### src/rtl/gameconsole_pkg.sv
// Shared console constants and types: screen geometry, frame-memory widths
// and the video receiver state encoding.
package gameconsole_pkg;

  localparam int SCREEN_W      = 320;
  localparam int SCREEN_H      = 240;
  localparam int SCREEN_HBLANK = 80;
  localparam int SCREEN_VBLANK = 20;

  localparam int FB_ADDR_W = 17;
  localparam int FB_DATA_W = 32;

  typedef enum logic [1:0] {
    IDLE    = 2'd0,
    ARM     = 2'd1,
    CAPTURE = 2'd2
  } vrx_state_t;

endpackage

### src/rtl/vpu_sync_edge.sv
// Input registering for the VPU video stream: one dot event per dot_clk rising
// edge, plus sync edges in the active polarity sampled at dot events only.
module vpu_sync_edge #(
  parameter logic SYNC_POL = 1'b1,
  parameter int   DATA_W   = 32
) (
  input  logic              clk,
  input  logic              rst_n,
  input  logic              dot_clk_i,
  input  logic [DATA_W-1:0] color_i,
  input  logic              hsync_i,
  input  logic              vsync_i,
  output logic              dot_ev_o,
  output logic              hs_edge_o,
  output logic              vs_edge_o,
  output logic [DATA_W-1:0] color_o
);

  logic              dot_q, dot_q2, hs_q, vs_q;
  logic              hs_prev_q, vs_prev_q;
  logic [DATA_W-1:0] color_q;
  logic              hs_act_s, vs_act_s;

  // Input stage plus the sync level seen at the previous dot
  always_ff @(posedge clk) begin
    if (!rst_n) begin
      dot_q     <= 1'b0;
      dot_q2    <= 1'b0;
      hs_q      <= 1'b0;
      vs_q      <= 1'b0;
      color_q   <= '0;
      hs_prev_q <= 1'b0;
      vs_prev_q <= 1'b0;
    end else begin
      dot_q   <= dot_clk_i;
      dot_q2  <= dot_q;
      hs_q    <= hsync_i;
      vs_q    <= vsync_i;
      color_q <= color_i;
      if (dot_ev_o) begin
        hs_prev_q <= hs_act_s;
        vs_prev_q <= vs_act_s;
      end else begin
        hs_prev_q <= hs_prev_q;
        vs_prev_q <= vs_prev_q;
      end
    end
  end

  // Dot strobe and polarity-aware edge detection
  always_comb begin
    hs_act_s  = (hs_q == SYNC_POL);
    vs_act_s  = (vs_q == SYNC_POL);
    dot_ev_o  = dot_q & ~dot_q2;
    hs_edge_o = dot_ev_o & hs_act_s & ~hs_prev_q;
    vs_edge_o = dot_ev_o & vs_act_s & ~vs_prev_q;
    color_o   = color_q;
  end

endmodule

### src/rtl/vpu_video_rx.sv
// VPU video-stream receiver: recovers pixel coordinates from sync pulses,
// writes active pixels to frame memory and flags line/frame length errors.
module vpu_video_rx #(
  parameter int   H_ACTIVE  = gameconsole_pkg::SCREEN_W,
  parameter int   V_ACTIVE  = gameconsole_pkg::SCREEN_H,
  parameter int   H_TOTAL   = gameconsole_pkg::SCREEN_W + gameconsole_pkg::SCREEN_HBLANK,
  parameter int   V_TOTAL   = gameconsole_pkg::SCREEN_H + gameconsole_pkg::SCREEN_VBLANK,
  parameter int   H_START   = 0,
  parameter int   V_START   = 0,
  parameter logic SYNC_POL  = 1'b1,
  parameter int   FB_ADDR_W = 17
) (
  input  logic                 clk,
  input  logic                 rst_n,
  input  logic                 dot_clk,
  input  logic [31:0]          color,
  input  logic                 hsync,
  input  logic                 vsync,
  input  logic                 capture_en,
  input  logic                 err_clr,
  output logic                 fb_we,
  output logic [FB_ADDR_W-1:0] fb_addr,
  output logic [31:0]          fb_din,
  output logic                 frame_done,
  output logic [15:0]          frame_count,
  output logic                 busy,
  output logic                 line_len_err,
  output logic                 frame_len_err
);

  import gameconsole_pkg::*;

  logic                 dot_ev_s, hs_edge_s, vs_edge_s;
  logic [31:0]          color_s;
  vrx_state_t           state_q, state_d;
  logic [10:0]          x_q, x_d;
  logic [9:0]           y_q, y_d;
  logic                 cap_q, cap_d, skip_q, skip_d;
  logic [31:0]          pix_q;
  logic                 line_err_q, line_err_d, frame_err_q, frame_err_d;
  logic                 active_s, last_s;
  logic [FB_ADDR_W-1:0] addr_s;
  logic                 fb_we_q, frame_done_q, busy_q;
  logic [FB_ADDR_W-1:0] fb_addr_q;
  logic [31:0]          fb_din_q;
  logic [15:0]          frame_count_q;

  vpu_sync_edge #(
    .SYNC_POL (SYNC_POL),
    .DATA_W   (32)
  ) u_sync (
    .clk       (clk),
    .rst_n     (rst_n),
    .dot_clk_i (dot_clk),
    .color_i   (color),
    .hsync_i   (hsync),
    .vsync_i   (vsync),
    .dot_ev_o  (dot_ev_s),
    .hs_edge_o (hs_edge_s),
    .vs_edge_o (vs_edge_s),
    .color_o   (color_s)
  );

  // Capture state machine next state
  always_comb begin
    state_d = state_q;
    case (state_q)
      IDLE:    if (capture_en) state_d = ARM; else state_d = IDLE;
      ARM:     if (!capture_en) state_d = IDLE;
               else if (vs_edge_s) state_d = CAPTURE;
               else state_d = ARM;
      CAPTURE: if (vs_edge_s && !capture_en) state_d = IDLE; else state_d = CAPTURE;
      default: state_d = IDLE;
    endcase
  end

  // Coordinate counters, pending-pixel flag and sticky length checks
  always_comb begin
    x_d         = x_q;
    y_d         = y_q;
    skip_d      = skip_q;
    line_err_d  = line_err_q;
    frame_err_d = frame_err_q;
    cap_d       = dot_ev_s && (state_d == CAPTURE);
    if (dot_ev_s) begin
      if (hs_edge_s) x_d = 11'd0;
      else if (x_q != 11'h7FF) x_d = x_q + 11'd1;
      else x_d = x_q;
      if (vs_edge_s) y_d = 10'd0;
      else if (hs_edge_s && (y_q != 10'h3FF)) y_d = y_q + 10'd1;
      else y_d = y_q;
    end else begin
      x_d = x_q;
      y_d = y_q;
    end
    // The entry line is only partially observed unless capture starts on an hsync edge
    if (state_q == ARM && state_d == CAPTURE) skip_d = ~hs_edge_s;
    else if (state_q == CAPTURE && hs_edge_s) skip_d = 1'b0;
    else skip_d = skip_q;
    if (state_q == CAPTURE && hs_edge_s && !skip_q &&
        ({21'd0, x_q} + 32'd1 != 32'(H_TOTAL))) line_err_d = 1'b1;
    else if (err_clr) line_err_d = 1'b0;
    else line_err_d = line_err_q;
    if (state_q == CAPTURE && vs_edge_s &&
        ({22'd0, y_q} + 32'd1 != 32'(V_TOTAL))) frame_err_d = 1'b1;
    else if (err_clr) frame_err_d = 1'b0;
    else frame_err_d = frame_err_q;
  end

  // Write-stage decode of the pending dot
  always_comb begin
    active_s = cap_q &&
               ({21'd0, x_q} >= 32'(H_START)) && ({21'd0, x_q} < 32'(H_START + H_ACTIVE)) &&
               ({22'd0, y_q} >= 32'(V_START)) && ({22'd0, y_q} < 32'(V_START + V_ACTIVE));
    last_s   = ({21'd0, x_q} == 32'(H_START + H_ACTIVE - 1)) &&
               ({22'd0, y_q} == 32'(V_START + V_ACTIVE - 1));
    addr_s   = FB_ADDR_W'(({22'd0, y_q} - 32'(V_START)) * 32'(H_ACTIVE) +
                          ({21'd0, x_q} - 32'(H_START)));
  end

  // State, counters, error flags and the registered write port
  always_ff @(posedge clk) begin
    if (!rst_n) begin
      state_q       <= IDLE;
      x_q           <= 11'd0;
      y_q           <= 10'd0;
      cap_q         <= 1'b0;
      skip_q        <= 1'b0;
      pix_q         <= 32'd0;
      line_err_q    <= 1'b0;
      frame_err_q   <= 1'b0;
      fb_we_q       <= 1'b0;
      fb_addr_q     <= '0;
      fb_din_q      <= 32'd0;
      frame_done_q  <= 1'b0;
      frame_count_q <= 16'd0;
      busy_q        <= 1'b0;
    end else begin
      state_q      <= state_d;
      x_q          <= x_d;
      y_q          <= y_d;
      cap_q        <= cap_d;
      skip_q       <= skip_d;
      pix_q        <= dot_ev_s ? color_s : pix_q;
      line_err_q   <= line_err_d;
      frame_err_q  <= frame_err_d;
      fb_we_q      <= active_s;
      frame_done_q <= active_s && last_s;
      busy_q       <= (state_q != IDLE);
      if (active_s) begin
        fb_addr_q <= addr_s;
        fb_din_q  <= pix_q;
      end else begin
        fb_addr_q <= fb_addr_q;
        fb_din_q  <= fb_din_q;
      end
      if (active_s && last_s) frame_count_q <= frame_count_q + 16'd1;
      else frame_count_q <= frame_count_q;
    end
  end

  assign fb_we         = fb_we_q;
  assign fb_addr       = fb_addr_q;
  assign fb_din        = fb_din_q;
  assign frame_done    = frame_done_q;
  assign frame_count   = frame_count_q;
  assign busy          = busy_q;
  assign line_len_err  = line_err_q;
  assign frame_len_err = frame_err_q;

endmodule

### config.mk
export PLATFORM = sky130hd
export DESIGN_NAME = vpu_video_rx
export DESIGN_NICKNAME = d
export VERILOG_FILES = /design/src/rtl/gameconsole_pkg.sv /design/src/rtl/vpu_sync_edge.sv /design/src/rtl/vpu_video_rx.sv
export SDC_FILE = /design/constraint.sdc
export NUM_CORES = 1
export LEC_CHECK = 0
export CORE_ASPECT_RATIO = 0.8
export CORE_UTILIZATION = 35
export DETAILED_ROUTE_END_ITERATION = 10
export PLACE_DENSITY = 0.6
export SKIP_LAST_GASP = 1
export SLEW_MARGIN = 20
export SYNTH_ARGS = -nofsm -noshare
export SYNTH_HDL_FRONTEND = slang
export SYNTH_HIERARCHICAL = 1
export SYNTH_SLANG_ARGS = --single-unit
### constraint.sdc
create_clock -name clk -period 3.9 [get_ports clk]
set_clock_uncertainty 0.2 [all_clocks]
set_input_delay 0.585 -clock clk [delete_from_list [all_inputs] [get_ports clk]]
set_output_delay 0.585 -clock clk [all_outputs]
set_load 0.02 [all_outputs]
== Word level (Yosys, flattened, before mapping) ==
Index checks and enable logic that the tools add are counted.

* Mux-type cells: 14
* Equality and inequality tests: 9
* Bitwise logic cells: 9
* Multiply operators: 1
* Order comparisons: 2
* Reductions and logical operators: 24
* Add/subtract/negate cells: 6

{| class="wikitable"
|+ Operator list
! cell !! count
|-
| $mux W11 || 2
|-
| $mux W10 || 2
|-
| $add A17 B11 Y17 || 1
|-
| $add A16 B1 Y16 const B || 1
|-
| $logic_and A1 B1 Y1 || 13
|-
| $add A11 B1 Y12 const B || 1
|-
| $ne A12 B9 Y1 const B || 1
|-
| $reduce_bool A2 Y1 || 6
|-
| $add A10 B1 Y11 const B || 1
|-
| $add A11 B1 Y11 const B || 1
|-
| $eq A11 B9 Y1 const B || 1
|-
| $lt A11 B9 Y1 const B || 1
|-
| $mul A10 B3 Y11 const B || 1
|-
| $ne A11 B11 Y1 const B || 1
|-
| $ne A11 B9 Y1 const B || 1
|-
| $add A10 B1 Y10 const B || 1
|-
| $eq A10 B8 Y1 const B || 1
|-
| $lt A10 B8 Y1 const B || 1
|-
| $ne A10 B10 Y1 const B || 1
|-
| $mux W1 || 6
|-
| $mux W2 || 3
|-
| $pmux W2 S3 || 1
|-
| $and A1 B1 Y1 || 5
|-
| $eq A2 B2 Y1 const B || 2
|-
| other kinds (5) || 10
|}

* Logic and storage cells: 86
* Register bits after elaboration: 165
* Bits of input ports: 39

== Logic depth before layout (Yosys ltp) ==
Gate-level depths: netlist of run 1.

* Depth after elaboration: 10
* Depth in mapped cells: 10

== Modules after synthesis ==
The synthesis of run 1 kept the hierarchy.

{| class="wikitable"
|+ By module, submodules not included
! module !! area an instance (um2) !! cells an instance !! sequential area each (um2) !! times used
|-
| vpu_video_rx || 5900.7 || 703 || 2542.4 || 1
|-
| vpu_sync_edge || 1087.3 || 88 || 760.7 || 1
|}

== Worst setup path after synthesis of run 1 ==
Ideal clock, no wire load.

* Path kind: flip-flop to flip-flop
* From: register y_q[3]
* To: register fb_addr_q[16] (netlist: fb_addr[16])
* Cell stages (with the launch flop): 10
* Data required time: 3576 ps
* Slack: 944 ps
* Period minus slack after synthesis: 2956 ps
* Path buffers: 0
* Arrival: 2633 ps
* Cell sequence: dfxtp_1 -> ha_1 -> ha_1 -> fa_1 -> a211oi_1 -> nor2_1 -> nor4_1 -> and4_1 -> mux2i_1 -> nand3_1

* Word-level cells in the longest chain between the ends: 2
* Elaborated cells on any way between the ends: 4
* Those cells by class: add/sub (1); mul (1); order compare (1); reduce/logical (1)

{| class="wikitable"
|+ RTL lines
! element !! RTL line !! text
|-
| start, declared || vpu_video_rx.sv:37 || <nowiki>logic [9:0] y_q, y_d;</nowiki>
|-
| start signal, assigned || vpu_video_rx.sv:141 || <nowiki>y_q <= y_d;</nowiki>
|-
| $mul A10 B3 Y11 or $lt A10 B8 Y1 (tied branches) || vpu_video_rx.sv:117, vpu_video_rx.sv:114 ||
|-
| $add A17 B11 Y17 or $logic_and A1 B1 Y1 (tied branches) || vpu_video_rx.sv:117, vpu_video_rx.sv:114 ||
|-
| end signal, assigned || vpu_video_rx.sv:151 || <nowiki>fb_addr_q <= addr_s;</nowiki>
|-
| end signal, assigned || vpu_video_rx.sv:154 || <nowiki>fb_addr_q <= fb_addr_q;</nowiki>
|-
| end, declared || vpu_video_rx.sv:44 || <nowiki>logic [FB_ADDR_W-1:0] fb_addr_q;</nowiki>
|}

Parallel ways exist; a longest one is shown, timed or not.
A chain may end at the register's enable or synchronous reset.

== Final worst setup path of run 1 ==
Ends and elaborated chain as after synthesis.

==> results.ini, run 1 <==
[status]
status=completed

[floorplanning]
initial_core_util_pct=36.3
io_pins=109
die-area_um2=20500
num_rows=45
core_um2=19300
fp.dieH_um=128
die-width_um=160

[grt]
grt.total_usage_pct=16.1
grt_pass1_vias=5157
globalRouteOverflowTotal=0
grt_max_degree=55
antenna_found_initial=0
grt_pass1_wl_um=26400

[setup_path]
end_kind=flip-flop
worstReg2RegStart=y_q[3]
reg2regPathDepth=9
crit_path_end=fb_addr[16]
arrival_ns=3.43
r2r_slack_ns=0.57
reg2reg_to=fb_addr[16]
cp_data_required_time_ns=4.01
startpoint=y_q[3]
path_class=flip-flop to flip-flop
path_max_fanout=9
crit_path_start_kind=flip-flop

[final_layout]
drive_above_1_share_pct=6.39
final_cells=1150
diodes=0
nNetsFinal=943
final_area_um2=8870
area_delta_synth_final_pct=27.0
utilization_pct=46.1

[power_and_ir_drop]
peakVddDrop_mv=0.247
power.leakage_nw=3.25
p_per_area_nw_per_um2=407

[clocking]
cts.clk_slew.worst_paths_ns=0.08
cts_hold_buf=0
htree_levels=4
root_buffer=clkbuf_16
clockBufferDepth=2
cts_setup_buffers=0
numCtsBuffers=17
cts.sinks=165
ctsResizeCount=0
clock_latency_ns=0.43
cts_tree=yes

[logic_synthesis]
yosysSeqAreaShare_pct=47.3
synthTopCellsByArea=dfxtp_1 47%, nand2_1 5.8%, mux2i_1 5.6%
synth-seq-cells=165
yosysTopAreaCell=dfxtp_1
syn-cell-area_um2=6990
avgSynthCellArea_um2=8.83
synthCells=791
synth-edff-count=0
synthesis.nets=855
ys_warn_count=6
synth.most_common_cell=dfxtp_1
synth_common_cells=165 x dfxtp_1, 108 x nand2_1, 90 x nor2_1
async_flop_share_pct=0
synth_top_area_share_pct=47.3
synth_top_flop_cell=dfxtp_1
synth.distinct_cells=61

[drt]
drc=0
final_antenna_net_count=0
wirelength_um=16100
vias=5621
drt_iter0_drc=290
dr.pass1.iters=4
viasPerCell=4.89
wl_per_cell_um=14.0

[timing]
post-route-min-period_ns=3.33
hold_viol_final=0
final.setup.tns_ns=0
slew-limit-headroom_pct=56.2
rsz0062_at_grt=false
fmax_mhz=301
worst_pin_slew_ns=0.657
fin_crit_sh_pct=85.3
setup_viol_count_final=0
final_max_slew_viol_count=0
hold_slack_ns=0.247

[placement]
portBuffers=108
dpl_cell_area_um2=8240
hpwlAfterDp_um=10600
dp.cells=1118
gp_congestion=0.852

[hold_path]
hp-class=flip-flop to flip-flop

[job]
cap_violations=0

## state kept, by name, summed over array words and instances, names as in the netlist, 2 cells and up
register	cells
state_q	2
frame_count	16
fb_addr	17
u_sync/color_o	32
y_q	10
pix_q	32
x_q	11
fb_din	32
## worst min path at each step
stage                                 from          endpoint  slack, ns  cells past startpoint
final                             pix_q[7]         fb_din[7]       0.25                      2
after global routing             pix_q[22]        fb_din[22]       0.27                      2
after detailed placement         pix_q[29]        fb_din[29]       0.24                      2
after global placement          fb_addr[8]        fb_addr[8]       0.24                      2
after floorplan           u_sync/hs_prev_q  u_sync/hs_prev_q       0.23                      2
after CTS                        pix_q[14]        fb_din[14]       0.25                      2
## power breakdown
part	total, mW	switching, mW	internal (mW)
Clock	1.74	0.807	0.937
Sequential	1.73	0.0133	1.72
Combinational	0.137	0.0677	0.0696
Total	3.61	0.888	2.72
## cell usage in the layout (no fill, tap or decap), types with 9 or more instances in the layout
master,netlist,routed
xor2_1,14,14
nand3_1,16,16
ha_1,23,23
mux2i_1,39,39
nand2_1,108,108
nand4_1,11,11
and2_1,45,45
clkbuf_16,0,17
xnor2_1,9,9
dfxtp_1,165,165
nor2_1,90,90
buf_4,2,9
a211oi_1,14,14
a31oi_1,10,10
a21oi_1,62,62
o21ai_0,33,33
clkdlybuf4s50_1,0,107
## metal layers
| metal | vias up | global-route usage (%) | share of wire (%) |
|---|---|---|---|
| met5 | - | 0 | 0 |
| met4 | 0 | 5.04 | 0.81 |
| met3 | 13 | 3.71 | 5.1 |
| met2 | 134 | 23.7 | 40 |
| met1 | 2573 | 23.2 | 54 |
| li1 | 2901 | - | - |
## stage by stage
step           power [mW]  setup WS (ns)
6_report             3.61          0.575
5_1_grt              3.75          0.400
4_1_cts              3.66          0.616
3_5_place_dp         1.91          0.641
3_3_place_gp         1.91          0.703
2_1_floorplan        1.85          0.944
## critical path: stages, from the launching register on
cell and delay, ns:
dfxtp_1 0.49, ha_1 0.30, ha_1 0.24, fa_1 0.41
a211oi_1 0.45, nor2_1 0.12, nor4_1 0.37, and4_1 0.33
mux2i_1 0.21, nand3_1 0.08
## kinds of logic (layout without fill, tap and decap cells)
| group | after synthesis | after routing | synth area share, % |
|---|---|---|---|
| simple gates | 338 | 338 | 23.9 |
| flops | 165 | 165 | 47.3 |
| compound gates | 145 | 145 | 12.2 |
| buf+inv | 56 | 157 | 3.47 |
| mux | 39 | 39 | 5.59 |
| fa+ha+maj | 25 | 25 | 4.69 |
| xor+xnor | 23 | 23 | 2.88 |
## cell type report
cell class | count | area (µm²)
Clock buffer | 17 | 425
Clock inverter | 15 | 204
Fill cell | 1921 | 10400
Inverter | 8 | 31.3
Multi-Input combinational cell | 570 | 3440
Sequential cell | 165 | 3300
Tap cell | 258 | 323
Timing Repair Buffer | 117 | 1140
Power figures use the tool's default switching activity.
==> run 2, diff against run 1 <==
Settings changed: MAX_ROUTING_LAYER from default to met4, REMOVE_ABC_BUFFERS from default to 1.
==> run 2 against run 1 <==
First-iteration DRC count up 10%; hold slack improved by 0.0034 ns; non-clock buffer count up 1; sequential share of layout area is 0.074 points higher; sequential power hardly changed; routed wire length about the same; via count shrank 0.60%; fmax is 1.1% higher; critical path depth is the same; critical endpoint unchanged.
==> results.ini, run 2 (synthesis results as in run 1) <==
[clocking]
cts_hold_buf=0  ; unchanged
ctsResizeCount=0  ; unchanged
cts_setup_buffers=0  ; unchanged
cts.sinks=165  ; unchanged
cts.clk_slew.worst_paths_ns=0.07  ; about the same
numCtsBuffers=17  ; unchanged
root_buffer=clkbuf_16
clock_latency_ns=0.43  ; about the same
cts_tree=yes
clockBufferDepth=2  ; unchanged
htree_levels=4  ; unchanged

[grt]
globalRouteOverflowTotal=0  ; unchanged
grt_max_degree=71  ; +29%
grt_pass1_vias=5134  ; -0.45%
antenna_found_initial=1  ; +1
grt.total_usage_pct=16.7  ; +0.56 points
grt_pass1_wl_um=26400  ; about the same

[power_and_ir_drop]
p_clk_share_pct=47.9  ; -0.4 points
peakVddDrop_mv=0.235  ; -4.7%
p_comb_share_pct=3.9  ; about the same
power.leakage_nw=3.25  ; about the same
switchingPower_uw=821  ; -7.5%
seqPwrFrac_pct=48.2  ; +0.3 points
p_int_mw=2.77  ; +1.7%
p_sw_share_pct=22.9  ; -1.7 points
p_per_area_nw_per_um2=405  ; -0.39%

[final_layout]
nNetsFinal=944  ; +0.11%
nFillCells=1894  ; -1.4%
register_area_um2=3300  ; unchanged
drive_above_1_share_pct=6.49  ; +0.10 points
utilization_pct=46.0  ; -0.091 points
mostFrequentLayoutCells=165 x dfxtp_1, 108 x nand2_1, 107 x clkdlybuf4s50_1
final_cells=1152  ; +0.17%
multi_input_area_um2=3440  ; unchanged
area_delta_synth_final_pct=26.7
final_common_cell=dfxtp_1

[drt]
viasPerCell=4.85  ; -0.78%
vias=5587  ; -0.60%
drt_iter0_drc=319  ; +10%
wirelength_um=16100  ; about the same
final_antenna_net_count=0  ; unchanged
drc=0  ; unchanged
wl_per_cell_um=14.0  ; -0.21%
dr.pass1.iters=7  ; +3

[timing]
hold_viol_final=0  ; unchanged
hold_slack_ns=0.250  ; +0.00343 ns
final_max_slew_viol_count=0  ; unchanged
post-route-min-period_ns=3.29  ; -0.0356 ns
setup_viol_count_final=0  ; unchanged
fin_crit_sh_pct=84.4  ; -0.91 points
worst_pin_slew_ns=0.769  ; +0.111 ns
rsz0062_at_grt=false
fmax_mhz=304  ; +1.1%
final.setup.tns_ns=0  ; unchanged
slew-limit-headroom_pct=48.7  ; -7.4 points
setup_slack_ns=0.610  ; +0.0356 ns

[setup_path]
cp_data_required_time_ns=4.01  ; about the same
path_buf_inv=0  ; unchanged
arrival_ns=3.40  ; -0.03 ns
cp_num_cells=9  ; unchanged
crit_path_start_kind=flip-flop
crit_path_cell_trace=ha_1 > ha_1 > fa_1 > a211oi_1 > nor2_1 > nor4_1 > and4_1 > mux2i_1 > nand3_1
cp_top_family=adder cells
path_class=flip-flop to flip-flop
end_kind=flip-flop
crit_path_frequent_cell=ha_1
slowest_delay_ns=0.48  ; about the same
reg2regPathDepth=9  ; unchanged
path_max_fanout=9  ; unchanged
cp_slowest_cell=dfxtp_1

[hold_path]
hp-class=flip-flop to flip-flop
holdPathStages=2  ; unchanged

[placement]
post-place-ws_ns=0.644  ; +0.00333 ns
dp.cells=1119  ; +0.089%
hpwlAfterDp_um=10300  ; -2.9%
portBuffers=108  ; unchanged
gp_congestion=0.858  ; +0.68%

[status]
status=completed

[floorplanning]
die-width_um=160  ; unchanged
num_rows=45  ; unchanged
die-area_um2=20500  ; unchanged
io_pins=109  ; unchanged
fp.dieH_um=128  ; unchanged
core_um2=19300  ; unchanged
initial_core_util_pct=36.3  ; unchanged

[job]
cap_violations=0  ; unchanged

run 2: changes by cell type in the layout (fill, tap and decap cells not counted), sizes merged:
| cell | delta |
|---|---|
| clkbuf | +1 |
| clkinv | -1 |
| buf | +1 |
| diode | +1 |
| clkinvlp | -1 |
| bufinv | +1 |
run 2: area by class of cell:
type / count / area share, %
multi-input combinational: 570 / 38.9
clock inverter: 14 / 1.84
tap: 258 / 3.65
clock buffer: 18 / 4.96
antenna: 1 / 0.0283
sequential: 165 / 37.3
timing repair buffer: 118 / 13.0
inverter: 8 / 0.353
run 2: final timing paths:
check / start / slack, ns / to
max: y_q[3] / 0.61 / fb_addr[16]
min: pix_q[30] / 0.25 / fb_din[30]
min reg2reg: pix_q[30] / 0.25 / fb_din[30]
max reg2reg: y_q[3] / 0.61 / fb_addr[16]
run 2: power by group through the flow:
stage	registers [mW]	logic, mW	clock network [mW]
after global routing	1.73	0.154	1.84
after global placement	1.77	0.140	0
after floorplan	1.77	0.0672	0
final	1.73	0.139	1.72
after CTS	1.73	0.141	1.76
after detailed placement	1.77	0.140	0
run 2: metrics by stage:
step	instance area, µm²	power [mW]
floorplan	6780	1.83
global placement	8250	1.91
detailed placement	8250	1.91
CTS	8850	3.64
global route	8860	3.72
finish	8860	3.59
run 2: metal layers:
layer  routed length (µm)  part of all wire, %  track usage, %
met1                 8610                   54            23.7
met2                 6460                   40            22.8
met3                  811                  5.0            3.51
met4                  213                  1.3            6.55
met5                    0                    0               -
run 2: tightest hold or removal path: stages (launching register included):
cell and delay (ns):
dfxtp_1 0.31, nand2_1 0.05, a21oi_1 0.05
==> run 3, diff against run 2 <==
Settings changed: PLACE_DENSITY 0.6 to 0.62.
Clock period 3.9 ns to 2.76 ns, I/O delays scaled along.
==> run 3 against run 2 <==
Via count rose by 3.7%; flip-flop and latch count unchanged; hold slack worse by 0.0018 ns; sequential share of layout area decreased by 1.2 points; total power up 39%; sequential power is 41% higher; core utilization up 1.6 points; critical path type unchanged; largest cell class unchanged; largest power group unchanged; highest routed layer unchanged.
==> results.ini, run 3 (synthesis results as in run 1) <==
[status]
status=completed

[clocking]
cts.sinks=165  ; unchanged
clock_latency_ns=0.43  ; about the same
cts_tree=yes
numCtsBuffers=17  ; unchanged
cts_hold_buf=0  ; unchanged
cts.clk_slew.worst_paths_ns=0.07  ; about the same
root_buffer=clkbuf_16
clockBufferDepth=2  ; unchanged
htree_levels=4  ; unchanged

[drt]
wl_per_cell_um=14.2  ; +1.8%
wirelength_um=16800  ; +4.4%
dr.pass1.iters=5  ; -2
drt_iter0_drc=341  ; +6.9%
viasPerCell=4.90  ; +1.1%
vias=5795  ; +3.7%
drc=0  ; unchanged
final_antenna_net_count=0  ; unchanged

[setup_path]
cp_data_required_time_ns=2.88  ; -1.13 ns
reg2reg_to=fb_addr[16]
arrival_ns=2.85  ; -0.55 ns
reg2regPathDepth=10  ; +1
path_class=flip-flop to flip-flop
crit_path_start_kind=flip-flop
r2r_slack_ns=0.02  ; -0.59 ns
end_kind=flip-flop
worstReg2RegStart=y_q[1]
path_max_fanout=2  ; -7

[floorplanning]
io_pins=109  ; unchanged
initial_core_util_pct=36.3  ; unchanged
die-area_um2=20500  ; unchanged
die-width_um=160  ; unchanged
core_um2=19300  ; unchanged
fp.dieH_um=128  ; unchanged
num_rows=45  ; unchanged

[hold_path]
worstHoldEndpoint=fb_din[21]
holdPathStages=2  ; unchanged
holdCritStartpoint=pix_q[21]
hp-class=flip-flop to flip-flop

[power_and_ir_drop]
p_int_mw=3.74  ; +35%
seqPwrFrac_pct=49.2  ; +1.0 points
p_comb_share_pct=4.1  ; +0.2 points
p_sw_share_pct=24.8  ; +2.0 points
p_clk_share_pct=46.8  ; -1.1 points
switchingPower_mw=1.24  ; +50%
total_power_mw=4.97  ; +39%
power.leakage_nw=3.38  ; +3.9%
p_per_area_nw_per_um2=542  ; +34%
peakVddDrop_mv=0.324  ; +38%

[placement]
gp_congestion=0.798  ; -7.0%
dpl_cell_area_um2=8480  ; +2.8%
hpwlAfterDp_um=10900  ; +6.2%
portBuffers=108  ; unchanged

[final_layout]
nNetsFinal=974  ; +3.2%
drive_above_1_share_pct=11.2  ; +4.7 points
final_area_um2=9170  ; +3.5%
mostFrequentLayoutCells=162 x dfxtp_1, 108 x nand2_1, 107 x clkdlybuf4s50_1
area_delta_synth_final_pct=31.2
final_common_cell=dfxtp_1

[timing]
fmax_mhz=365  ; +20%
slew-limit-headroom_pct=57.3  ; +8.6 points
worst_pin_slew_ns=0.640  ; -0.129 ns
setup_viol_count_final=0  ; unchanged
fin_crit_sh_pct=99.2  ; +15 points
final_max_slew_viol_count=0  ; unchanged
rsz0062_at_grt=true
hold_viol_final=0  ; unchanged
post-route-min-period_ns=2.74  ; -0.552 ns

[grt]
grt_max_degree=116  ; +63%
grt-busiest-layer=met1
use_met2_pct=24.4  ; +1.6 points
grt.total_usage_pct=17.4  ; +0.70 points
antenna_found_initial=1  ; unchanged
use_met1_pct=24.8  ; +1.1 points
globalRouteOverflowTotal=0  ; unchanged
use_met3_pct=4.09  ; +0.58 points
grt_pass1_wl_um=27700  ; +4.6%
grt_pass1_vias=5425  ; +5.7%

[job]
cap_violations=0  ; unchanged

==> run 3: changes by cell type in the layout (fill, tap and decap cells not counted), sizes merged <==
cell / delta
buf: +30
bufinv: -2
clkbuf: -1
clkinvlp: +1
inv: +2
==> run 3: worst max path at each step <==
stage                      start           to  slack (ns)  depth (start not counted)
finish                    y_q[1]  fb_addr[16]        0.02                         10
global route              y_q[1]  fb_addr[16]       -0.07                         10
CTS                       y_q[1]  fb_addr[16]       -0.05                         10
detailed placement        y_q[1]  fb_addr[16]       -0.19                          9
global placement          y_q[1]  fb_addr[16]       -0.10                          9
floorplan           u_sync/dot_q       y_q[8]       -0.50                          7
==> run 3: layer usage <==
layer  part of all wire [%]  vias to the layer above
met5                      0                        -
li1                       -                     2968
met4                   0.62                        0
met1                     53                     2678
met2                     42                      139
met3                    4.9                       10
==> run 3: repair_timing <==
action / in CTS / in global routing
endpoints found under the setup margin: 3 / 6
gates resized for setup: 10 / 7
pin swaps: 6 / 7
setup buffers: 0 / 1
==> run 3: cell type report <==
| class | count | area, µm² |
|---|---|---|
| Antenna cell | 1 | 2.50 |
| Fill cell | 1846 | 10100 |
| Multi-Input combinational cell | 570 | 3540 |
| Timing Repair Buffer | 148 | 1390 |
| Inverter | 8 | 31.3 |
| Sequential cell | 165 | 3310 |
| Clock buffer | 17 | 425 |
| Tap cell | 258 | 323 |
| Clock inverter | 15 | 155 |
==> run 3: worst max-delay path, cell delays in order, from the launching register on <==
cell,delay (ns)
dfxtp_2,0.34
ha_4,0.24
ha_4,0.16
fa_1,0.46
ha_1,0.31
o21a_1,0.13
o31ai_2,0.08
a21oi_2,0.16
and4_4,0.25
mux2i_1,0.20
nand3_1,0.09
==> run 3: per-stage QoR <==
step	std cells	TNS [ns]	setup slack (ns)	util, %	hold slack (ns)
after CTS	1180	-0.0454	-0.0454	47.4	0.252
after global routing	1182	-0.142	-0.0705	47.6	0.268
after global placement	1148	-0.163	-0.101	44.0	0.239
after floorplan	743	-6.60	-0.505	-	0.230
final	1182	0	0.0226	47.6	0.248
after detailed placement	1148	-0.333	-0.191	44.0	0.243
==> run 3: power groups by stage <==
| stage | logic [mW] | clock network, mW | registers (mW) |
|---|---|---|---|
| 6_report | 0.202 | 2.33 | 2.44 |
| 5_1_grt | 0.221 | 2.49 | 2.45 |
| 4_1_cts | 0.205 | 2.39 | 2.44 |
| 3_5_place_dp | 0.203 | 0 | 2.50 |
| 3_3_place_gp | 0.202 | 0 | 2.50 |
| 2_1_floorplan | 0.0950 | 0 | 2.50 |
